===== config.mk =====
export PLATFORM = sky130hd
export DESIGN_NAME = wb_lsu_master_flat
export DESIGN_NICKNAME = d
export VERILOG_FILES = /design/src/rtl/wb_lsu_master_pkg.sv /design/src/rtl/wb_lsu_master_if.sv /design/src/rtl/wb_lsu_master_lsu_align.sv /design/src/rtl/wb_lsu_master.sv /design/src/flat_wrapper.sv
export SDC_FILE = /design/constraint.sdc
export NUM_CORES = 1
export LEC_CHECK = 0
export ABC_AREA = 1
export BUFFER_PORTS_ARGS = -buffer_cell sky130_fd_sc_hd__buf_2
export CORE_MARGIN = 4
export CORE_UTILIZATION = 55
export CTS_CLUSTER_DIAMETER = 100
export DETAILED_ROUTE_END_ITERATION = 10
export PLACE_DENSITY_LB_ADDON = 0.08
export SLEW_MARGIN = 20
export SYNTH_ARGS = -nofsm -noshare
export SYNTH_HDL_FRONTEND = slang
export SYNTH_HIERARCHICAL = 1
export SYNTH_SLANG_ARGS = --single-unit
export TNS_END_PERCENT = 20

===== constraint.sdc =====
create_clock -name clk -period 3.07 [get_ports clk]
set_input_delay 0.307 -clock clk [delete_from_list [all_inputs] [get_ports clk]]
set_output_delay 0.307 -clock clk [all_outputs]
set_load 0.01 [all_outputs]

===== src/rtl/wb_lsu_master_pkg.sv =====
// Shared definitions for the Wishbone LSU master: funct3 codes, FSM states and
// the sizing helper for the optional WB_TIMEOUT_EN bus-cycle watchdog.
package wb_lsu_master_pkg;

  localparam logic [2:0] FUNCT3_LB  = 3'b000;
  localparam logic [2:0] FUNCT3_LH  = 3'b001;
  localparam logic [2:0] FUNCT3_LW  = 3'b010;
  localparam logic [2:0] FUNCT3_LBU = 3'b100;
  localparam logic [2:0] FUNCT3_LHU = 3'b101;
  localparam logic [2:0] FUNCT3_SB  = 3'b000;
  localparam logic [2:0] FUNCT3_SH  = 3'b001;
  localparam logic [2:0] FUNCT3_SW  = 3'b010;

  typedef enum logic [1:0] {
    ST_IDLE = 2'd0,
    ST_BUS  = 2'd1,
    ST_RESP = 2'd2
  } lsu_state_e;

  // Watchdog counter width: enough to hold the limit, clamped to 8..32 bits.
  function automatic int unsigned timeout_width(input int unsigned cycles);
    int unsigned w;
    w = $clog2(cycles + 1);
    if (w < 8)  w = 8;
    if (w > 32) w = 32;
    return w;
  endfunction

endpackage


===== src/rtl/wb_lsu_master_if.sv =====
// Request/response handshake plus the Wishbone B4 classic data-port signals
// of the LSU back end, bundled for the master and its environment.
interface wb_lsu_master_if;

  logic        req_valid;
  logic        req_ready;
  logic        req_we;
  logic [2:0]  req_funct3;
  logic [31:0] req_addr;
  logic [31:0] req_wdata;

  logic        rsp_valid;
  logic [31:0] rsp_rdata;
  logic        rsp_err;
  logic        rsp_misalign;

  logic [31:0] dwb_adr_o;
  logic [31:0] dwb_dat_o;
  logic [3:0]  dwb_sel_o;
  logic        dwb_we_o;
  logic        dwb_cyc_o;
  logic        dwb_stb_o;
  logic [31:0] dwb_dat_i;
  logic        dwb_ack_i;
  logic        dwb_err_i;

  modport master (
    input  req_valid, req_we, req_funct3, req_addr, req_wdata,
    output req_ready,
    output rsp_valid, rsp_rdata, rsp_err, rsp_misalign,
    output dwb_adr_o, dwb_dat_o, dwb_sel_o, dwb_we_o, dwb_cyc_o, dwb_stb_o,
    input  dwb_dat_i, dwb_ack_i, dwb_err_i
  );

  modport slave (
    output req_valid, req_we, req_funct3, req_addr, req_wdata,
    input  req_ready,
    input  rsp_valid, rsp_rdata, rsp_err, rsp_misalign,
    input  dwb_adr_o, dwb_dat_o, dwb_sel_o, dwb_we_o, dwb_cyc_o, dwb_stb_o,
    output dwb_dat_i, dwb_ack_i, dwb_err_i
  );

endinterface


===== src/rtl/wb_lsu_master_lsu_align.sv =====
// Combinational byte-lane logic: misalign check and store steering for the
// incoming request, lane extraction and sign/zero extension for load data.
module lsu_align
  import wb_lsu_master_pkg::*;
(
  input  logic [2:0]  funct3,
  input  logic [1:0]  offset,
  input  logic [31:0] wdata,
  output logic        misalign,
  output logic [3:0]  sel,
  output logic [31:0] dat_steer,
  input  logic [2:0]  ld_funct3,
  input  logic [1:0]  ld_offset,
  input  logic [31:0] rdata,
  output logic [31:0] ld_data
);

  logic [7:0]  ld_byte;
  logic [15:0] ld_half;

  // Stores share the size encoding of LB/LH/LW; reserved codes report misaligned.
  always_comb begin
    // NOTE: every output gets a default before the case so no path infers a latch.
    misalign  = 1'b0;
    sel       = 4'b0000;
    dat_steer = 32'h0;
    unique case (funct3)
      FUNCT3_LB, FUNCT3_LBU: begin
        sel       = 4'b0001 << offset;
        dat_steer = {4{wdata[7:0]}};
      end
      FUNCT3_LH, FUNCT3_LHU: begin
        misalign  = offset[0];
        sel       = 4'b0011 << offset;
        dat_steer = {2{wdata[15:0]}};
      end
      FUNCT3_LW: begin
        misalign  = (offset != 2'b00);
        sel       = 4'b1111;
        dat_steer = wdata;
      end
      default: misalign = 1'b1;
    endcase
  end

  always_comb begin
    ld_byte = rdata[7:0];
    unique case (ld_offset)
      2'd0: ld_byte = rdata[7:0];
      2'd1: ld_byte = rdata[15:8];
      2'd2: ld_byte = rdata[23:16];
      2'd3: ld_byte = rdata[31:24];
    endcase
    ld_half = ld_offset[1] ? rdata[31:16] : rdata[15:0];
    ld_data = 32'h0;
    unique case (ld_funct3)
      FUNCT3_LB:  ld_data = {{24{ld_byte[7]}}, ld_byte};
      FUNCT3_LH:  ld_data = {{16{ld_half[15]}}, ld_half};
      FUNCT3_LW:  ld_data = rdata;
      FUNCT3_LBU: ld_data = {24'h0, ld_byte};
      FUNCT3_LHU: ld_data = {16'h0, ld_half};
      default:    ld_data = 32'h0;
    endcase
  end

endmodule


===== src/rtl/wb_lsu_master.sv =====
// Wishbone B4 classic initiator for the LSU: one request -> one dwb cycle.
// Define WB_TIMEOUT_EN to abort a cycle after TIMEOUT_CYCLES without ack/err.
module wb_lsu_master
  import wb_lsu_master_pkg::*;
#(
  parameter int unsigned TIMEOUT_CYCLES = 255
)
(
  input logic             clk,
  input logic             rst_n,
  wb_lsu_master_if.master bus
);

  lsu_state_e  state_q, state_d;
  logic        accept, bus_end, bus_fail, timeout;
  logic        misalign;
  logic [3:0]  sel;
  logic [31:0] dat_steer, ld_data;
  logic [31:0] adr_q, dat_q, rdata_q;
  logic [3:0]  sel_q;
  logic [2:0]  funct3_q;
  logic [1:0]  offset_q;
  logic        we_q, err_q, misalign_q;

  lsu_align u_align (
    .funct3    (bus.req_funct3),
    .offset    (bus.req_addr[1:0]),
    .wdata     (bus.req_wdata),
    .misalign  (misalign),
    .sel       (sel),
    .dat_steer (dat_steer),
    .ld_funct3 (funct3_q),
    .ld_offset (offset_q),
    .rdata     (bus.dwb_dat_i),
    .ld_data   (ld_data)
  );

  assign accept   = bus.req_valid && (state_q == ST_IDLE);
  assign bus_fail = bus.dwb_err_i || timeout;
  assign bus_end  = (state_q == ST_BUS) && (bus.dwb_ack_i || bus_fail);

  always_ff @(posedge clk or negedge rst_n) begin
    // NOTE: sequential state uses non-blocking assignments so all flops see pre-edge values.
    if (!rst_n) state_q <= ST_IDLE;
    else        state_q <= state_d;
  end

  always_comb begin
    state_d = state_q;
    unique case (state_q)
      ST_IDLE: if (bus.req_valid) state_d = misalign ? ST_RESP : ST_BUS;
      ST_BUS:  if (bus_end)       state_d = ST_RESP;
      ST_RESP:                    state_d = ST_IDLE;
      default:                    state_d = ST_IDLE;
    endcase
  end

  // Request fields freeze at accept; response fields live for the RESP cycle only.
  always_ff @(posedge clk or negedge rst_n) begin
    if (!rst_n) begin
      adr_q      <= 32'h0;
      dat_q      <= 32'h0;
      sel_q      <= 4'b0000;
      we_q       <= 1'b0;
      funct3_q   <= 3'b000;
      offset_q   <= 2'b00;
      rdata_q    <= 32'h0;
      err_q      <= 1'b0;
      misalign_q <= 1'b0;
    end else begin
      if (accept) begin
        adr_q      <= {bus.req_addr[31:2], 2'b00};
        dat_q      <= dat_steer;
        sel_q      <= sel;
        we_q       <= bus.req_we;
        funct3_q   <= bus.req_funct3;
        offset_q   <= bus.req_addr[1:0];
        misalign_q <= misalign;
      end
      if (bus_end) begin
        err_q   <= bus_fail;
        rdata_q <= (we_q || bus_fail) ? 32'h0 : ld_data;
      end else if (state_q == ST_RESP) begin
        err_q      <= 1'b0;
        misalign_q <= 1'b0;
        rdata_q    <= 32'h0;
      end
    end
  end

`ifdef WB_TIMEOUT_EN
  localparam int unsigned TMO_W = timeout_width(TIMEOUT_CYCLES);
  logic [TMO_W-1:0] tmo_q;

  always_ff @(posedge clk or negedge rst_n) begin
    if (!rst_n)                 tmo_q <= '0;
    else if (accept)            tmo_q <= '0;
    else if (state_q == ST_BUS) tmo_q <= tmo_q + TMO_W'(1);
  end

  // Fires in the last of TIMEOUT_CYCLES strobe cycles, so cyc drops right after it.
  assign timeout = (state_q == ST_BUS) && (tmo_q == TMO_W'(TIMEOUT_CYCLES - 1));
`else
  assign timeout = 1'b0;
`endif

  assign bus.req_ready    = (state_q == ST_IDLE);
  assign bus.rsp_valid    = (state_q == ST_RESP);
  assign bus.rsp_rdata    = rdata_q;
  assign bus.rsp_err      = err_q;
  assign bus.rsp_misalign = misalign_q;
  assign bus.dwb_adr_o    = adr_q;
  assign bus.dwb_dat_o    = dat_q;
  assign bus.dwb_sel_o    = sel_q;
  assign bus.dwb_cyc_o    = (state_q == ST_BUS);
  assign bus.dwb_stb_o    = (state_q == ST_BUS);
  assign bus.dwb_we_o     = we_q && (state_q == ST_BUS);

endmodule


===== src/flat_wrapper.sv =====
// flat-port wrapper written by rule: the top's interface ports become plain ports
module wb_lsu_master_flat import wb_lsu_master_pkg::*;
#(
  parameter int unsigned TIMEOUT_CYCLES = 255
)
  (clk, rst_n, bus_req_valid, bus_req_we, bus_req_funct3, bus_req_addr, bus_req_wdata, bus_req_ready, bus_rsp_valid, bus_rsp_rdata, bus_rsp_err, bus_rsp_misalign, bus_dwb_adr_o, bus_dwb_dat_o, bus_dwb_sel_o, bus_dwb_we_o, bus_dwb_cyc_o, bus_dwb_stb_o, bus_dwb_dat_i, bus_dwb_ack_i, bus_dwb_err_i);
  wb_lsu_master_if bus_i ();
  input logic clk;
  input logic rst_n;
  input wire logic [$bits(bus_i.req_valid)-1:0] bus_req_valid;
  input wire logic [$bits(bus_i.req_we)-1:0] bus_req_we;
  input wire logic [$bits(bus_i.req_funct3)-1:0] bus_req_funct3;
  input wire logic [$bits(bus_i.req_addr)-1:0] bus_req_addr;
  input wire logic [$bits(bus_i.req_wdata)-1:0] bus_req_wdata;
  output wire logic [$bits(bus_i.req_ready)-1:0] bus_req_ready;
  output wire logic [$bits(bus_i.rsp_valid)-1:0] bus_rsp_valid;
  output wire logic [$bits(bus_i.rsp_rdata)-1:0] bus_rsp_rdata;
  output wire logic [$bits(bus_i.rsp_err)-1:0] bus_rsp_err;
  output wire logic [$bits(bus_i.rsp_misalign)-1:0] bus_rsp_misalign;
  output wire logic [$bits(bus_i.dwb_adr_o)-1:0] bus_dwb_adr_o;
  output wire logic [$bits(bus_i.dwb_dat_o)-1:0] bus_dwb_dat_o;
  output wire logic [$bits(bus_i.dwb_sel_o)-1:0] bus_dwb_sel_o;
  output wire logic [$bits(bus_i.dwb_we_o)-1:0] bus_dwb_we_o;
  output wire logic [$bits(bus_i.dwb_cyc_o)-1:0] bus_dwb_cyc_o;
  output wire logic [$bits(bus_i.dwb_stb_o)-1:0] bus_dwb_stb_o;
  input wire logic [$bits(bus_i.dwb_dat_i)-1:0] bus_dwb_dat_i;
  input wire logic [$bits(bus_i.dwb_ack_i)-1:0] bus_dwb_ack_i;
  input wire logic [$bits(bus_i.dwb_err_i)-1:0] bus_dwb_err_i;
  assign bus_i.req_valid = bus_req_valid;
  assign bus_i.req_we = bus_req_we;
  assign bus_i.req_funct3 = bus_req_funct3;
  assign bus_i.req_addr = bus_req_addr;
  assign bus_i.req_wdata = bus_req_wdata;
  assign bus_req_ready = bus_i.req_ready;
  assign bus_rsp_valid = bus_i.rsp_valid;
  assign bus_rsp_rdata = bus_i.rsp_rdata;
  assign bus_rsp_err = bus_i.rsp_err;
  assign bus_rsp_misalign = bus_i.rsp_misalign;
  assign bus_dwb_adr_o = bus_i.dwb_adr_o;
  assign bus_dwb_dat_o = bus_i.dwb_dat_o;
  assign bus_dwb_sel_o = bus_i.dwb_sel_o;
  assign bus_dwb_we_o = bus_i.dwb_we_o;
  assign bus_dwb_cyc_o = bus_i.dwb_cyc_o;
  assign bus_dwb_stb_o = bus_i.dwb_stb_o;
  assign bus_i.dwb_dat_i = bus_dwb_dat_i;
  assign bus_i.dwb_ack_i = bus_dwb_ack_i;
  assign bus_i.dwb_err_i = bus_dwb_err_i;
  wb_lsu_master #(.TIMEOUT_CYCLES(TIMEOUT_CYCLES)) u_core (.clk(clk), .rst_n(rst_n), .bus(bus_i));
endmodule

Word-level counts from Yosys, hierarchy flattened
Index checks and enable logic that the tools add are counted.

word-level totals
  bits in registers = 108
  word-level logic and storage cells = 59
  bits of input ports = 105

operators by class
  reductions and logical operators = 14
  multiplexer cells = 18
  shift operators = 2
  equal/unequal tests = 15

operators with widths
  operator                                                                  count
  32-bit one-hot mux with 5 select lines                                    1
  32-bit 2-to-1 mux                                                         3
  32-bit one-hot mux with 3 select lines                                    1
  8-bit one-hot mux with 4 select lines                                     1
  16-bit 2-to-1 mux                                                         1
  3-bit equality test (second input constant)                               4
  4-bit one-hot mux with 3 select lines                                     1
  2-bit equality test (second input constant)                               3
  3-bit by 1-bit equality test with 1-bit output (second input constant)    2
  3-bit by 2-bit equality test with 1-bit output (second input constant)    2
  3-bit logical NOT                                                         2
  2-bit 2-to-1 mux                                                          3
  1-bit 2-to-1 mux                                                          5
  2-bit by 1-bit equality test with 1-bit output (second input constant)    2
  2-bit logical NOT                                                         2
  2-bit one-hot mux with 2 select lines                                     1
  2-bit nonzero test                                                        2
  2-bit OR reduction                                                        2
  1-bit by 2-bit left shift with 4-bit output (first input constant)        1
  2-bit by 2-bit left shift with 4-bit output (first input constant)        1
  1-bit logical AND                                                         3
  1-bit one-hot mux with 3 select lines                                     1
  1-bit logical OR                                                          2
  2-bit by 1-bit inequality test with 1-bit output (second input constant)  1
  2 further kinds                                                           2

Logic depth before layout (Yosys ltp)
  word-level depth = 6
  gate-level depth with buffers = 12
  gate-level depth less buffers = 11

Cells and area by module
The synthesis kept the hierarchy.

modules (own cells, without submodules)
  module         area each (µm²)  seq. area each (µm²)  cells an instance  instances
  wb_lsu_master  4,657.0          2,702.6               552                1
  lsu_align      1,427.6          0.0                   330                1

Worst setup path before layout
Ideal clock, no wire load.

  kind = reg2reg
  start = register u_core.funct3_q[1]
  end = register u_core.rdata_q[21], in the netlist u_core/bus.rsp_rdata[21]
  arrival = 1.357 ns
  stages on the path, launching flop included = 12
  setup slack = 1.648 ns
  required time = 3.005 ns
  cells stage by stage = dfrtp_1 buf_6 nor2_8 nand2_1 nor2_4 buf_6 nor2_1 nand2_1 inv_1 nor2_1 nand2_1 nand2_1

on the way
  cells in the longest elaborated chain, start to end = 4
  elaborated cells between the ends (all ways) = 8

RTL lines
  what                                               RTL line                       RTL
  start: declaration                                 wb_lsu_master.sv:21            logic [2:0] funct3_q;
  start signal: assignment                           wb_lsu_master.sv:76            funct3_q <= bus.req_funct3;
  3-bit equality test, or another cell as far along  wb_lsu_master_lsu_align.sv:56  unique case (ld_funct3)
  32-bit one-hot mux with 5 select lines (*)         wb_lsu_master_lsu_align.sv:56
  named net u_core.ld_data[21]                       wb_lsu_master.sv:18            logic [31:0] dat_steer, ld_data;
  32-bit 2-to-1 mux (*)                              wb_lsu_master.sv:82            rdata_q <= (we_q || bus_fail) ? 32'h0 : ld_data;
  32-bit 2-to-1 mux (*)                              wb_lsu_master.sv:80            if (bus_end) begin
  end signal: assignment                             wb_lsu_master.sv:82
  end: declaration                                   wb_lsu_master.sv:19            logic [31:0] adr_q, dat_q, rdata_q;

Mark *: on every way through the listed nets, which the timed path passes. The rest lies on a longest branch.
A chain may end at the register's enable or synchronous reset.

Worst setup path in the final report
  start = register u_core.state_q[1]
  end = output port bus_req_ready

on the way
  cells in the longest elaborated chain, start to end = 1

RTL lines
  what                      RTL line              RTL
  start: declaration        wb_lsu_master.sv:14   lsu_state_e state_q, state_d;
  start signal: assignment  wb_lsu_master.sv:45   else state_q <= state_d;
  2-bit logical NOT         wb_lsu_master.sv:107  assign bus.req_ready = (state_q == ST_IDLE);
  end: declaration          flat_wrapper.sv:15    output wire logic [$bits(bus_i.req_ready)-1:0] bus_req_ready;

No other way between the ends.

==> impl_metrics.env <==
export IMPL_status="completed"
export IMPL_postSynthCellCount=882
export IMPL_clk_pin_slew_worst_paths_ns=0.11
export IMPL_hold_violations=0
export IMPL_ys_ff_latch=108
export IMPL_synth_top_family_by_area="simple AND/OR/NAND/NOR gates"
export IMPL_hold_path_class="input port to flop"
export IMPL_cp_data_arrival_time_ns=1.93
export IMPL_worstSkewPairLatency_ns=0.37
export IMPL_start_util_pct=56.1
export IMPL_path_class="flop to output port"
export IMPL_slew_headroom_pct=48.7
export IMPL_max_clock_freq_ghz=0.446
export IMPL_drive_above_1_share_pct=23.9
export IMPL_crit_path_max_fanout=76
export IMPL_grt_start_max_net_pins=77
export IMPL_clock_sinks=108
export IMPL_avgSynthCellArea_um2=6.90
export IMPL_io_buffers=209
export IMPL_grt_busiest_layer="met2"
export IMPL_detail_route_vias_per_cell=5.03
export IMPL_use_met1_pct=35.1
export IMPL_hold_depth=3
export IMPL_min_to="u_core/bus.dwb_adr_o[29]$_DFFE_PN0P_"
export IMPL_synthSimpleGateAreaFrac_pct=40.1
export IMPL_finClkSkew_ns=0.0102
export IMPL_die_area_um2=12800
export IMPL_whs_ns=0.158
export IMPL_worstReg2RegStart="u_core/offset_q[1]$_DFFE_PN0P_"
export IMPL_num_rows=38
export IMPL_vias=6054
export IMPL_yosys_area_share_xor_xnor_pct=0
export IMPL_fill_cells=1080
export IMPL_mostFrequentLayoutCells="nand2_1, buf_2, nand3_1, dfrtp_1, inv_1"
export IMPL_syn_to_final_growth_pct=18.9
export IMPL_seq_area_um2=2700
export IMPL_maxCapViolCount=0
export IMPL_yosysSeqAreaShare_pct=44.4
export IMPL_gr_total_overflow=0
export IMPL_antenna_found_initial=1
export IMPL_yosys_warnings=6
export IMPL_cts_root_buffer="clkbuf_8"
export IMPL_critPathLaunchType="flop"
export IMPL_synth_compound_area_share_pct=3.43
export IMPL_ios=212
export IMPL_synth_cell_types=25
export IMPL_grt_setup_unrepaired="false"
export IMPL_total_power_w=0.00531
export IMPL_wl_per_cell_um=14.1
export IMPL_cts_path_max_buffers=2
export IMPL_p_per_area_nw_per_um2=734
export IMPL_ir_worst_vdd_uv=487
export IMPL_use_met2_pct=43.8
export IMPL_endpoint_kind="output port"
export IMPL_setup_viol=0
export IMPL_dieWidth_um=113
export IMPL_tightest_slew_ns=0.770
export IMPL_die_y_um=113
export IMPL_syn_area_um2=6080
export IMPL_drc=0
export IMPL_fin_crit_sh_pct=73.0
export IMPL_power_leakage_nw=4.59
export IMPL_grt_usage_pct=26.4
export IMPL_routed_wl_um=17000
export IMPL_core_um2=10800
export IMPL_drtIter0Drc=474
export IMPL_critPathRequiredTime_ns=2.76
export IMPL_place_gp_congestion=0.929
export IMPL_htree_num_levels=3
export IMPL_rr_endpoint="u_core/bus.rsp_rdata[24]$_DFFE_PN0P_"
export IMPL_grt_pass1_vias=5756
export IMPL_multiInputGateArea_um2=2660
export IMPL_ff2ff_path_depth=10
export IMPL_drtPass1Iterations=5
export IMPL_numCtsBuffers=9
export IMPL_slew_viol_final=0
export IMPL_layout_commonest_cell="nand2_1"
export IMPL_final_antenna_net_count=0
export IMPL_use_met3_pct=5.83
export IMPL_cts_tree="done"
export IMPL_dp_cells=1187
export IMPL_min_delay_start="bus_req_addr[29]"
export IMPL_synth_adder_area_share_pct=0
export IMPL_layout_min_cycle_time_ns=2.24
export IMPL_synthMuxAreaShare_pct=0
export IMPL_grt_pass1_wl_um=27700
export IMPL_instances_no_fill=1204
export IMPL_dp_final_hpwl_um=12200
export IMPL_layout_nets=1164
export IMPL_r2r_setup_slack_ns=0.84
export IMPL_final_setup_tns_ns=0
==> logic make-up (layout without fill, tap and decap cells) <==
logic type	count (synthesis)	in the layout
other cells	1	3
buf+inv	153	333
simple gates	584	584
flops	108	108
compound gates	36	36
==> layer usage <==
layer  part of all wire, %  vias to the layer above
li1                      -                     3033
met1                    42                     2792
met2                    49                      206
met3                   7.7                       23
met4                   1.8                        0
met5                     0                        -
==> state kept, by name, summed over array words and instances (netlist names) <==
name / count
u_core/bus.dwb_adr_o: 30
u_core/bus.dwb_dat_o: 32
u_core/bus.rsp_misalign: 1
u_core/we_q: 1
u_core/offset_q: 2
u_core/bus.rsp_err: 1
u_core/state_q: 2
u_core/bus.dwb_sel_o: 4
u_core/funct3_q: 3
u_core/bus.rsp_rdata: 32
==> synth_stat cells <==
| master | count | area (um^2) |
|---|---|---|
| nand2_1 | 372 | 1400 |
| nand3_1 | 122 | 611 |
| dfrtp_1 | 108 | 2700 |
| inv_1 | 98 | 368 |
| nor2_1 | 77 | 289 |
| o21ai_0 | 24 | 120 |
| buf_2 | 23 | 115 |
| buf_6 | 12 | 135 |
| buf_4 | 9 | 67.6 |
| clkbuf_1 | 6 | 22.5 |
| o21ai_2 | 6 | 52.6 |
| a21oi_1 | 4 | 20.0 |
| inv_2 | 4 | 15.0 |
| nor2_4 | 4 | 45.0 |
| nand2_2 | 2 | 12.5 |
| nand2_4 | 2 | 22.5 |
| a21oi_2 | 1 | 8.76 |
| conb_1 | 1 | 3.75 |
| inv_4 | 1 | 6.26 |
| nand3_2 | 1 | 10.0 |
| nand4_2 | 1 | 12.5 |
| nor2_8 | 1 | 20.0 |
| nor3_1 | 1 | 5.00 |
| nor3_4 | 1 | 16.3 |
| o31ai_1 | 1 | 7.51 |
==> power by group <==
part | leakage (nW) | switching, W | internal (W)
registers | 1.40 | 0.000275 | 0.00183
logic | 3.09 | 0.00152 | 0.000800
clock network | 0.0938 | 0.000501 | 0.000383
total | 4.59 | 0.00230 | 0.00301
==> layout make-up <==
class | instances | share of cell area, %
clock inverters | 6 | 1.02
flip-flops and latches | 108 | 37.4
repair buffers | 215 | 15.3
multi-input cells | 622 | 36.8
diodes | 1 | 0.0346
clock buffers | 9 | 1.71
well taps | 140 | 2.42
inverters | 103 | 5.38
==> through the flow <==
step,setup slack [ns],util (%),cell area [um^2]
after floorplan,1.65,-,6090
after global placement,0.904,64.8,7020
after detailed placement,0.839,64.8,7020
after global routing,0.513,66.7,7230
final,0.830,66.7,7230
after CTS,0.824,66.7,7230
==> worst max path at each step <==
stage,from,slack (ns),end
after floorplan,u_core/funct3_q[1]$_DFFE_PN0P_,1.65,u_core/bus.rsp_rdata[21]$_DFFE_PN0P_
after global placement,u_core/offset_q[1]$_DFFE_PN0P_,0.90,u_core/bus.rsp_rdata[26]$_DFFE_PN0P_
after detailed placement,u_core/offset_q[1]$_DFFE_PN0P_,0.84,u_core/bus.rsp_rdata[27]$_DFFE_PN0P_
after CTS,u_core/offset_q[1]$_DFFE_PN0P_,0.82,u_core/bus.rsp_rdata[27]$_DFFE_PN0P_
after global routing,u_core/offset_q[1]$_DFFE_PN0P_,0.51,u_core/bus.rsp_rdata[27]$_DFFE_PN0P_
final,u_core/state_q[1]$_DFFE_PN0P_,0.83,bus_req_ready
==> worst max-delay path, cell delays in order, from the launching register on <==
cell and delay (ns):
dfrtp_1 0.49, nor2_4 0.15, buf_4 0.59, buf_2 0.26
==> what timing repair did <==
item                      in CTS  in global routing
resized for setup              0                  0
setup buffers                  0                  0
hold buffers                   1                  0
hold endpoints to repair      37                  0
No activity file was read; power rests on OpenSTA's default activity.
